### src/rtl/lockin_lpf_pkg.sv
// Shared constants and helpers for the lock-in I/Q low-pass filter.
// Accumulator sizing, settle-time scaling and output saturation limits live here.
package lockin_pkg;

  localparam int W_IN_DEF    = 32;
  localparam int W_OUT_DEF   = 16;
  localparam int G_DEF       = 16;
  localparam int DEC_W_DEF   = 8;
  localparam int SETTLE_MULT = 8;
  localparam int SETTLE_W    = 19;

  // One extra bit above the shifted input keeps the difference term from wrapping.
  function automatic int acc_width(input int w_in, input int g);
    return w_in + g + 1;
  endfunction

  function automatic logic signed [31:0] sat_max(input int w);
    return (32'sd1 <<< (w - 1)) - 32'sd1;
  endfunction

  function automatic logic signed [31:0] sat_min(input int w);
    return -(32'sd1 <<< (w - 1));
  endfunction

endpackage

### src/rtl/lockin_lpf_if.sv
// Sample/result bus between the mixer stage and the I/Q low-pass filter.
// The master supplies products; the slave (filter) returns decimated estimates.
interface lockin_lpf_if #(
  parameter int W_IN  = 32,
  parameter int W_OUT = 16
);

  logic                    in_valid;
  logic signed [W_IN-1:0]  i_in;
  logic signed [W_IN-1:0]  q_in;
  logic                    out_valid;
  logic signed [W_OUT-1:0] i_out;
  logic signed [W_OUT-1:0] q_out;

  modport master (
    output in_valid, i_in, q_in,
    input  out_valid, i_out, q_out
  );

  modport slave (
    input  in_valid, i_in, q_in,
    output out_valid, i_out, q_out
  );

endinterface

### src/rtl/lockin_lpf_channel.sv
// One channel of the first-order IIR: acc += ((x << G) - acc) >>> k,
// then round-half-up to W_OUT bits with saturation and a sticky overflow flag.
module lpf_channel
  import lockin_pkg::*;
#(
  parameter int W_IN  = W_IN_DEF,
  parameter int W_OUT = W_OUT_DEF,
  parameter int G     = G_DEF
) (
  input  logic                    clk,
  input  logic                    rst,
  input  logic                    clear,
  input  logic                    upd,
  input  logic                    load,
  input  logic [3:0]              k,
  input  logic signed [W_IN-1:0]  x,
  output logic signed [W_OUT-1:0] y,
  output logic                    ovf
);

  localparam int AW = acc_width(W_IN, G);
  localparam int FB = W_IN + G - W_OUT;
  localparam logic signed [W_OUT+1:0] HI_S  = (W_OUT+2)'(sat_max(W_OUT));
  localparam logic signed [W_OUT+1:0] LO_S  = (W_OUT+2)'(sat_min(W_OUT));
  localparam logic signed [W_OUT-1:0] Y_MAX = W_OUT'(sat_max(W_OUT));
  localparam logic signed [W_OUT-1:0] Y_MIN = W_OUT'(sat_min(W_OUT));

  logic signed [AW-1:0]    acc_r;
  logic signed [AW-1:0]    x_ext_s;
  logic signed [AW-1:0]    diff_s;
  logic signed [AW-1:0]    step_s;
  logic signed [AW-1:0]    acc_next_s;
  logic signed [W_OUT:0]   top_s;
  logic                    rnd_s;
  logic signed [W_OUT+1:0] rsum_s;
  logic signed [W_OUT-1:0] y_next_s;
  logic                    sat_s;
  logic signed [W_OUT-1:0] y_r;
  logic                    ovf_r;

  // Accumulator update; the difference stays within AW bits because acc tracks the input range.
  always_comb begin
    x_ext_s    = {{(AW-W_IN){x[W_IN-1]}}, x} <<< G;
    diff_s     = x_ext_s - acc_r;
    step_s     = diff_s >>> k;
    acc_next_s = acc_r + step_s;
  end

  // Round half up on the bit below the output LSB, then clamp to the W_OUT range.
  always_comb begin
    top_s  = acc_r[AW-1:FB];
    rnd_s  = acc_r[FB-1];
    rsum_s = {top_s[W_OUT], top_s} + {{(W_OUT+1){1'b0}}, rnd_s};
    if (rsum_s > HI_S) begin
      y_next_s = Y_MAX;
      sat_s    = 1'b1;
    end else if (rsum_s < LO_S) begin
      y_next_s = Y_MIN;
      sat_s    = 1'b1;
    end else begin
      y_next_s = rsum_s[W_OUT-1:0];
      sat_s    = 1'b0;
    end
  end

  // Filter state, output register and sticky overflow; clear leaves the output holding.
  always_ff @(posedge clk or negedge rst) begin
    if (!rst) begin
      acc_r <= '0;
      y_r   <= '0;
      ovf_r <= 1'b0;
    end else if (clear) begin
      acc_r <= '0;
      ovf_r <= 1'b0;
    end else begin
      if (upd) begin
        acc_r <= acc_next_s;
      end
      if (load) begin
        y_r <= y_next_s;
        if (sat_s) begin
          ovf_r <= 1'b1;
        end
      end
    end
  end

  assign y   = y_r;
  assign ovf = ovf_r;

endmodule

### src/rtl/lockin_lpf.sv
// Dual-channel (I/Q) first-order low-pass filter with programmable time constant
// and decimation; owns sample counting, settle tracking and the two-stage valid pipeline.
module lockin_lpf
  import lockin_pkg::*;
#(
  parameter int W_IN  = W_IN_DEF,
  parameter int W_OUT = W_OUT_DEF,
  parameter int G     = G_DEF,
  parameter int DEC_W = DEC_W_DEF
) (
  input  logic             clk,
  input  logic             rst,
  lockin_lpf_if.slave      bus,
  input  logic [3:0]       k,
  input  logic [DEC_W-1:0] dec_ratio,
  input  logic             clear,
  output logic             settled,
  output logic             ovf
);

  localparam logic [SETTLE_W-1:0] SETTLE_BASE = SETTLE_W'(SETTLE_MULT);
  localparam logic [SETTLE_W-1:0] SETTLE_ONE  = {{(SETTLE_W-1){1'b0}}, 1'b1};
  localparam logic [SETTLE_W-1:0] SETTLE_MAX  = {SETTLE_W{1'b1}};

  logic [3:0]          k_r;
  logic [DEC_W-1:0]    dec_cnt_r;
  logic [SETTLE_W-1:0] settle_r;
  logic                settled_r;
  logic                v1_r;
  logic                out_valid_r;
  logic                ovf_r;

  logic [DEC_W-1:0]    ratio_s;
  logic [DEC_W:0]      cnt_inc_s;
  logic                emit_s;
  logic [SETTLE_W-1:0] settle_next_s;
  logic [SETTLE_W-1:0] thr_s;
  logic                upd_s;
  logic signed [W_OUT-1:0] i_y_s;
  logic signed [W_OUT-1:0] q_y_s;
  logic                i_ovf_s;
  logic                q_ovf_s;

  // Decimation compare: a ratio of zero behaves as one, so every sample emits.
  always_comb begin
    if (dec_ratio == {DEC_W{1'b0}}) begin
      ratio_s = {{(DEC_W-1){1'b0}}, 1'b1};
    end else begin
      ratio_s = dec_ratio;
    end
    cnt_inc_s = {1'b0, dec_cnt_r} + {{DEC_W{1'b0}}, 1'b1};
    emit_s    = (cnt_inc_s >= {1'b0, ratio_s});
  end

  // Settle count restarts at this sample when k changes, otherwise saturating increment.
  always_comb begin
    thr_s = SETTLE_BASE << k;
    if (k != k_r) begin
      settle_next_s = SETTLE_ONE;
    end else if (settle_r == SETTLE_MAX) begin
      settle_next_s = settle_r;
    end else begin
      settle_next_s = settle_r + SETTLE_ONE;
    end
  end

  assign upd_s = bus.in_valid & ~clear;

  // Sample bookkeeping and the valid pipeline (T: sample, T+1: acc, T+2: output).
  always_ff @(posedge clk or negedge rst) begin
    if (!rst) begin
      k_r         <= 4'd0;
      dec_cnt_r   <= '0;
      settle_r    <= '0;
      settled_r   <= 1'b0;
      v1_r        <= 1'b0;
      out_valid_r <= 1'b0;
    end else if (clear) begin
      dec_cnt_r   <= '0;
      settle_r    <= '0;
      settled_r   <= 1'b0;
      v1_r        <= 1'b0;
      out_valid_r <= 1'b0;
    end else begin
      out_valid_r <= v1_r;
      v1_r        <= bus.in_valid & emit_s;
      if (bus.in_valid) begin
        k_r       <= k;
        dec_cnt_r <= emit_s ? {DEC_W{1'b0}} : cnt_inc_s[DEC_W-1:0];
        settle_r  <= settle_next_s;
        settled_r <= (settle_next_s >= thr_s);
      end
    end
  end

  // Combined sticky overflow, registered from the per-channel flags.
  always_ff @(posedge clk or negedge rst) begin
    if (!rst) begin
      ovf_r <= 1'b0;
    end else if (clear) begin
      ovf_r <= 1'b0;
    end else begin
      ovf_r <= i_ovf_s | q_ovf_s;
    end
  end

  lpf_channel #(.W_IN(W_IN), .W_OUT(W_OUT), .G(G)) u_i (
    .clk   (clk),
    .rst   (rst),
    .clear (clear),
    .upd   (upd_s),
    .load  (v1_r),
    .k     (k),
    .x     (bus.i_in),
    .y     (i_y_s),
    .ovf   (i_ovf_s)
  );

  lpf_channel #(.W_IN(W_IN), .W_OUT(W_OUT), .G(G)) u_q (
    .clk   (clk),
    .rst   (rst),
    .clear (clear),
    .upd   (upd_s),
    .load  (v1_r),
    .k     (k),
    .x     (bus.q_in),
    .y     (q_y_s),
    .ovf   (q_ovf_s)
  );

  assign bus.i_out     = i_y_s;
  assign bus.q_out     = q_y_s;
  assign bus.out_valid = out_valid_r;
  assign settled       = settled_r;
  assign ovf           = ovf_r;

endmodule

### src/flat_wrapper.sv
// flat-port wrapper written by rule: the top's interface ports become plain ports
module lockin_lpf_flat import lockin_pkg::*;
#(
  parameter int W_IN  = W_IN_DEF,
  parameter int W_OUT = W_OUT_DEF,
  parameter int G     = G_DEF,
  parameter int DEC_W = DEC_W_DEF
)
  (clk, rst, k, dec_ratio, clear, settled, ovf, bus_in_valid, bus_i_in, bus_q_in, bus_out_valid, bus_i_out, bus_q_out);
  lockin_lpf_if #(.W_IN(W_IN), .W_OUT(W_OUT)) bus_i ();
  input  logic clk;
  input  logic rst;
  input  logic [3:0] k;
  input  logic [DEC_W-1:0] dec_ratio;
  input  logic clear;
  output logic settled;
  output logic ovf;
  input wire logic [$bits(bus_i.in_valid)-1:0] bus_in_valid;
  input wire logic [$bits(bus_i.i_in)-1:0] bus_i_in;
  input wire logic [$bits(bus_i.q_in)-1:0] bus_q_in;
  output wire logic [$bits(bus_i.out_valid)-1:0] bus_out_valid;
  output wire logic [$bits(bus_i.i_out)-1:0] bus_i_out;
  output wire logic [$bits(bus_i.q_out)-1:0] bus_q_out;
  assign bus_i.in_valid = bus_in_valid;
  assign bus_i.i_in = bus_i_in;
  assign bus_i.q_in = bus_q_in;
  assign bus_out_valid = bus_i.out_valid;
  assign bus_i_out = bus_i.i_out;
  assign bus_q_out = bus_i.q_out;
  lockin_lpf #(.W_IN(W_IN), .W_OUT(W_OUT), .G(G), .DEC_W(DEC_W)) u_core (.clk(clk), .rst(rst), .bus(bus_i), .k(k), .dec_ratio(dec_ratio), .clear(clear), .settled(settled), .ovf(ovf));
endmodule
### config.mk
export PLATFORM = sky130hd
export DESIGN_NAME = lockin_lpf_flat
export DESIGN_NICKNAME = d
export VERILOG_FILES = /design/src/rtl/lockin_lpf_pkg.sv /design/src/rtl/lockin_lpf_if.sv /design/src/rtl/lockin_lpf_channel.sv /design/src/rtl/lockin_lpf.sv /design/src/flat_wrapper.sv
export SDC_FILE = /design/constraint.sdc
export NUM_CORES = 1
export LEC_CHECK = 0
export ABC_AREA = 1
export BUFFER_PORTS_ARGS = -buffer_cell sky130_fd_sc_hd__buf_2
export CAP_MARGIN = 20
export CORE_MARGIN = 1
export CORE_UTILIZATION = 50
export DETAILED_ROUTE_END_ITERATION = 10
export PLACE_DENSITY = 0.73
export SLEW_MARGIN = 5
export SYNTH_ARGS = -nofsm -noshare
export SYNTH_HDL_FRONTEND = slang
export SYNTH_SLANG_ARGS = --single-unit
export TNS_END_PERCENT = 5
### constraint.sdc
create_clock -name clk -period 6.16 [get_ports clk]
set_input_delay 0.924 -clock clk [delete_from_list [all_inputs] [get_ports clk]]
set_output_delay 0.924 -clock clk [all_outputs]
set_load 0.005 [all_outputs]
==> flow_summary.toml <==
[status]
status = "finished, final reports clean"

[floorplanning]
dieWidth_um = 227
io_pins = 115
floorplan.initialDensity = 0.506
num_rows = 82
dieArea_um2 = 51700
fp.dieH_um = 227
core_area_um2 = 50200

[finish]
nFillCells = 5371
multi_input_area_um2 = 18300
post_route_cells_drive_above_1_share = 0.0564
syn2layout_area_growth_pct = 7.30
mostFrequentLayoutCell = "nand2_1"
regArea_um2 = 4180
layout.nets = 4841
most-common-layout-cells = "1,275 x nand2_1, 680 x nand3_1, 632 x inv_1"

[timing]
rsz0062_at_grt = "no"
relSlewSlack = 0.273
whs_ns = 0.381
clock-skew-final_ns = 0.0130
hold_viol_final = 0
setup_viol = 0
min_period_ns = 5.46
max_freq_mhz = 183
finalCritPeriodShare = 0.887
worst_pin_slew_ns = 1.08
drv_slew = 0
tns_ns = 0

[logic_synthesis]
yosys_warnings = 0
synth_area_um2 = 25400
synth_edf_count = 0
yosys_register_bits = 167
ys_dominant_reg_cell = "dfrtp_1"
postSynthCellCount = 4521
synth.distinct_cells = 56
syn-num-nets = 4797
yosysSeqAreaShare = 0.165
async_flop_share = 1.00
post_synth.cell_area_avg_um2 = 5.62

[setup_path]
crit_type = "reg2reg"
crit_family = "simple AND/OR/NAND/NOR gates"
cp.required_ns = 6.55
r2r_slack_ns = 0.70
cp-startpoint = "u_core.u_q.acc_r[0]"
critical_path_depth = 25
rr_endpoint = "u_core.u_q.acc_r[41]"
cp-end-kind = "register"
crit_top_cell = "nand2_1"
r2r_cells = 25
critPathCapture = "u_core.u_q.acc_r[41]"
rr_startpoint = "u_core.u_q.acc_r[0]"
cpMaxStageDelayCell = "o21ai_1"
critPathMaxStageDelay_ns = 0.49
crit_buf_inv = 3
crit_fanout = 6
worstPathArrival_ns = 5.85
startpoint_type = "register"

[place]
io_buffers = 114
finalWeightedCongestion = 1.00
dp_hpwl_um = 76500

[clock_network]
cts_buffers = 17
cts.path.max_buffers = 2
cts_root_buf = "clkbuf_16"
cts_tree = "yes"
htreeDepth = 4
path_clk_slew_ns = 0.08
clkLatencyLatePin_ns = 0.50
hold_buffers = 0
post_cts_buffers = 0
postCtsResizedCells = 0
cts.sinks = 167

[detailed_routing]
dr.pass1.iters = 8
vias_per_cell = 5.75
wl_um = 94000
drc = 0
first_iter_violations = 3195
vias = 30177
antenna_left = 0
routedWlPerCell_um = 17.9

[hold_path]
min-delay-path-class = "in2async"

[global_route]
grt_pass1_vias = 26521
overflow = 0
grtUsageTotal = 0.362
grt_max_degree = 88
grt_pass1_wl_um = 146000
antenna_found_initial = 1

[job]
drv_cap = 0

[power]
p_leak_uw = 0.0145
power.density_nw_per_um2 = 434
vdd_ir_drop_max_uv = 224
-- worst reg2reg max path, cell delays in order (launching register included) --
cell      delay, ns
dfrtp_1        0.38
inv_1          0.22
ha_1           0.40
nand2_1        0.16
nor2_4         0.23
inv_1          0.10
nor2_1         0.44
xor2_1         0.23
mux2i_1        0.14
nand2_1        0.07
o21ai_1        0.08
or2_2          0.30
nand3_1        0.12
nand2_1        0.08
ha_1           0.34
nand2_1        0.11
o21ai_0        0.24
nor2_1         0.13
o21ai_1        0.42
inv_1          0.15
o21ai_1        0.49
nand3b_1       0.16
nand3_1        0.13
a21oi_1        0.07
o21ai_0        0.12
nand2_1        0.07
-- registers in the layout, indices dropped and copies added (netlist names) --
name / count
u_core.bus.out_valid: 1
u_core.dec_cnt_r: 8
u_core.k_r: 4
u_core.ovf: 1
u_core.settle_r: 19
u_core.settled: 1
u_core.u_i.acc_r: 49
u_core.u_i.ovf: 1
u_core.u_i.y: 16
u_core.u_q.acc_r: 49
u_core.u_q.ovf: 1
u_core.u_q.y: 16
u_core.v1_r: 1
-- cell type report --
cell class              instances  share of cell area
diodes                          1           0.0000919
clock buffers                  18              0.0161
clock inverters                14             0.00570
inverters                     642              0.0886
multi-input cells            3587               0.672
flip-flops and latches        167               0.153
well taps                     672              0.0309
repair buffers                150              0.0333
-- power by group --
group          switching [µW]  internal [µW]  total (µW)
clock network             586            552        1140
logic                    6210           2790        8990
registers                 336           1360        1700
-- through the flow --
stage | worst slack [ns] | cells | util | cell area, µm² | total power [µW]
3_5_place_dp | 0.731 | 5218 | 0.531 | 26600 | 10400
3_3_place_gp | 0.682 | 5218 | 0.531 | 26600 | 10400
5_1_grt | 0.360 | 5251 | 0.543 | 27200 | 13000
6_report | 0.697 | 5251 | 0.543 | 27200 | 11800
2_1_floorplan | 2.02 | 4521 | - | 25400 | 7980
4_1_cts | 0.990 | 5250 | 0.543 | 27200 | 11600
-- logic make-up (layout without fill, tap and decap cells) --
logic type | Yosys count | in the layout | share of synthesized area
buf+inv | 767 | 824 | 0.115
flops | 167 | 167 | 0.165
xor+xnor | 57 | 57 | 0.0197
compound gates | 730 | 730 | 0.162
other cells | 0 | 1 | 0
fa+ha+maj | 196 | 196 | 0.0972
simple gates | 2597 | 2597 | 0.439
mux | 7 | 7 | 0.00276
-- Yosys cell counts, types with 3 or more instances --
cell | number | area (µm²)
and2_1 | 3 | 18.8
ha_1 | 194 | 2430
nand2_1 | 1275 | 4790
nor2_4 | 6 | 67.6
buf_2 | 4 | 20.0
nand3_2 | 8 | 80.1
nor2_2 | 9 | 56.3
o21bai_1 | 20 | 150
nand3b_1 | 26 | 195
o22ai_1 | 55 | 344
mux2i_1 | 7 | 70.1
nor2_1 | 444 | 1670
nand4_1 | 44 | 275
o211ai_1 | 24 | 180
a22oi_1 | 4 | 30.0
xnor2_1 | 10 | 87.6
xor2_1 | 47 | 412
nor3_1 | 52 | 260
o21ai_0 | 270 | 1350
o21ai_2 | 3 | 26.3
a21boi_0 | 8 | 60.1
a21oi_2 | 11 | 96.3
dfrtp_1 | 167 | 4180
inv_2 | 9 | 33.8
a21oi_1 | 237 | 1190
nand2_2 | 5 | 31.3
a31oi_1 | 23 | 144
and3_1 | 6 | 37.5
nor4_1 | 16 | 100
inv_1 | 633 | 2380
or2_2 | 16 | 100
a21o_1 | 35 | 263
o31ai_1 | 3 | 22.5
o21a_1 | 9 | 67.6
buf_1 | 48 | 180
nand3_1 | 680 | 3400
clkbuf_1 | 70 | 263
o21ai_1 | 17 | 85.1
-- how the worst min path moves through the flow --
stage                     startpoint                   to  cells after the start
floorplan             u_core.u_i.ovf       u_core.u_i.ovf                      2
detailed placement  u_core.u_i.y[15]     u_core.u_i.y[15]                      2
finish                           rst  u_core.u_q.acc_r[0]                      1
CTS                              rst  u_core.u_q.acc_r[0]                      1
global placement    u_core.u_i.y[15]     u_core.u_i.y[15]                      2
global route                     rst  u_core.u_q.acc_r[0]                      1
-- metal layers --
metal / routed length (µm) / up-vias / track usage
li1: - / 15027 / -
met1: 44400 / 13649 / 0.530
met2: 39400 / 1396 / 0.542
met3: 8250 / 105 / 0.0609
met4: 1950 / 0 / 0.0961
met5: 0 / - / 0
Note: power is estimated with default switching activity, not from simulation.
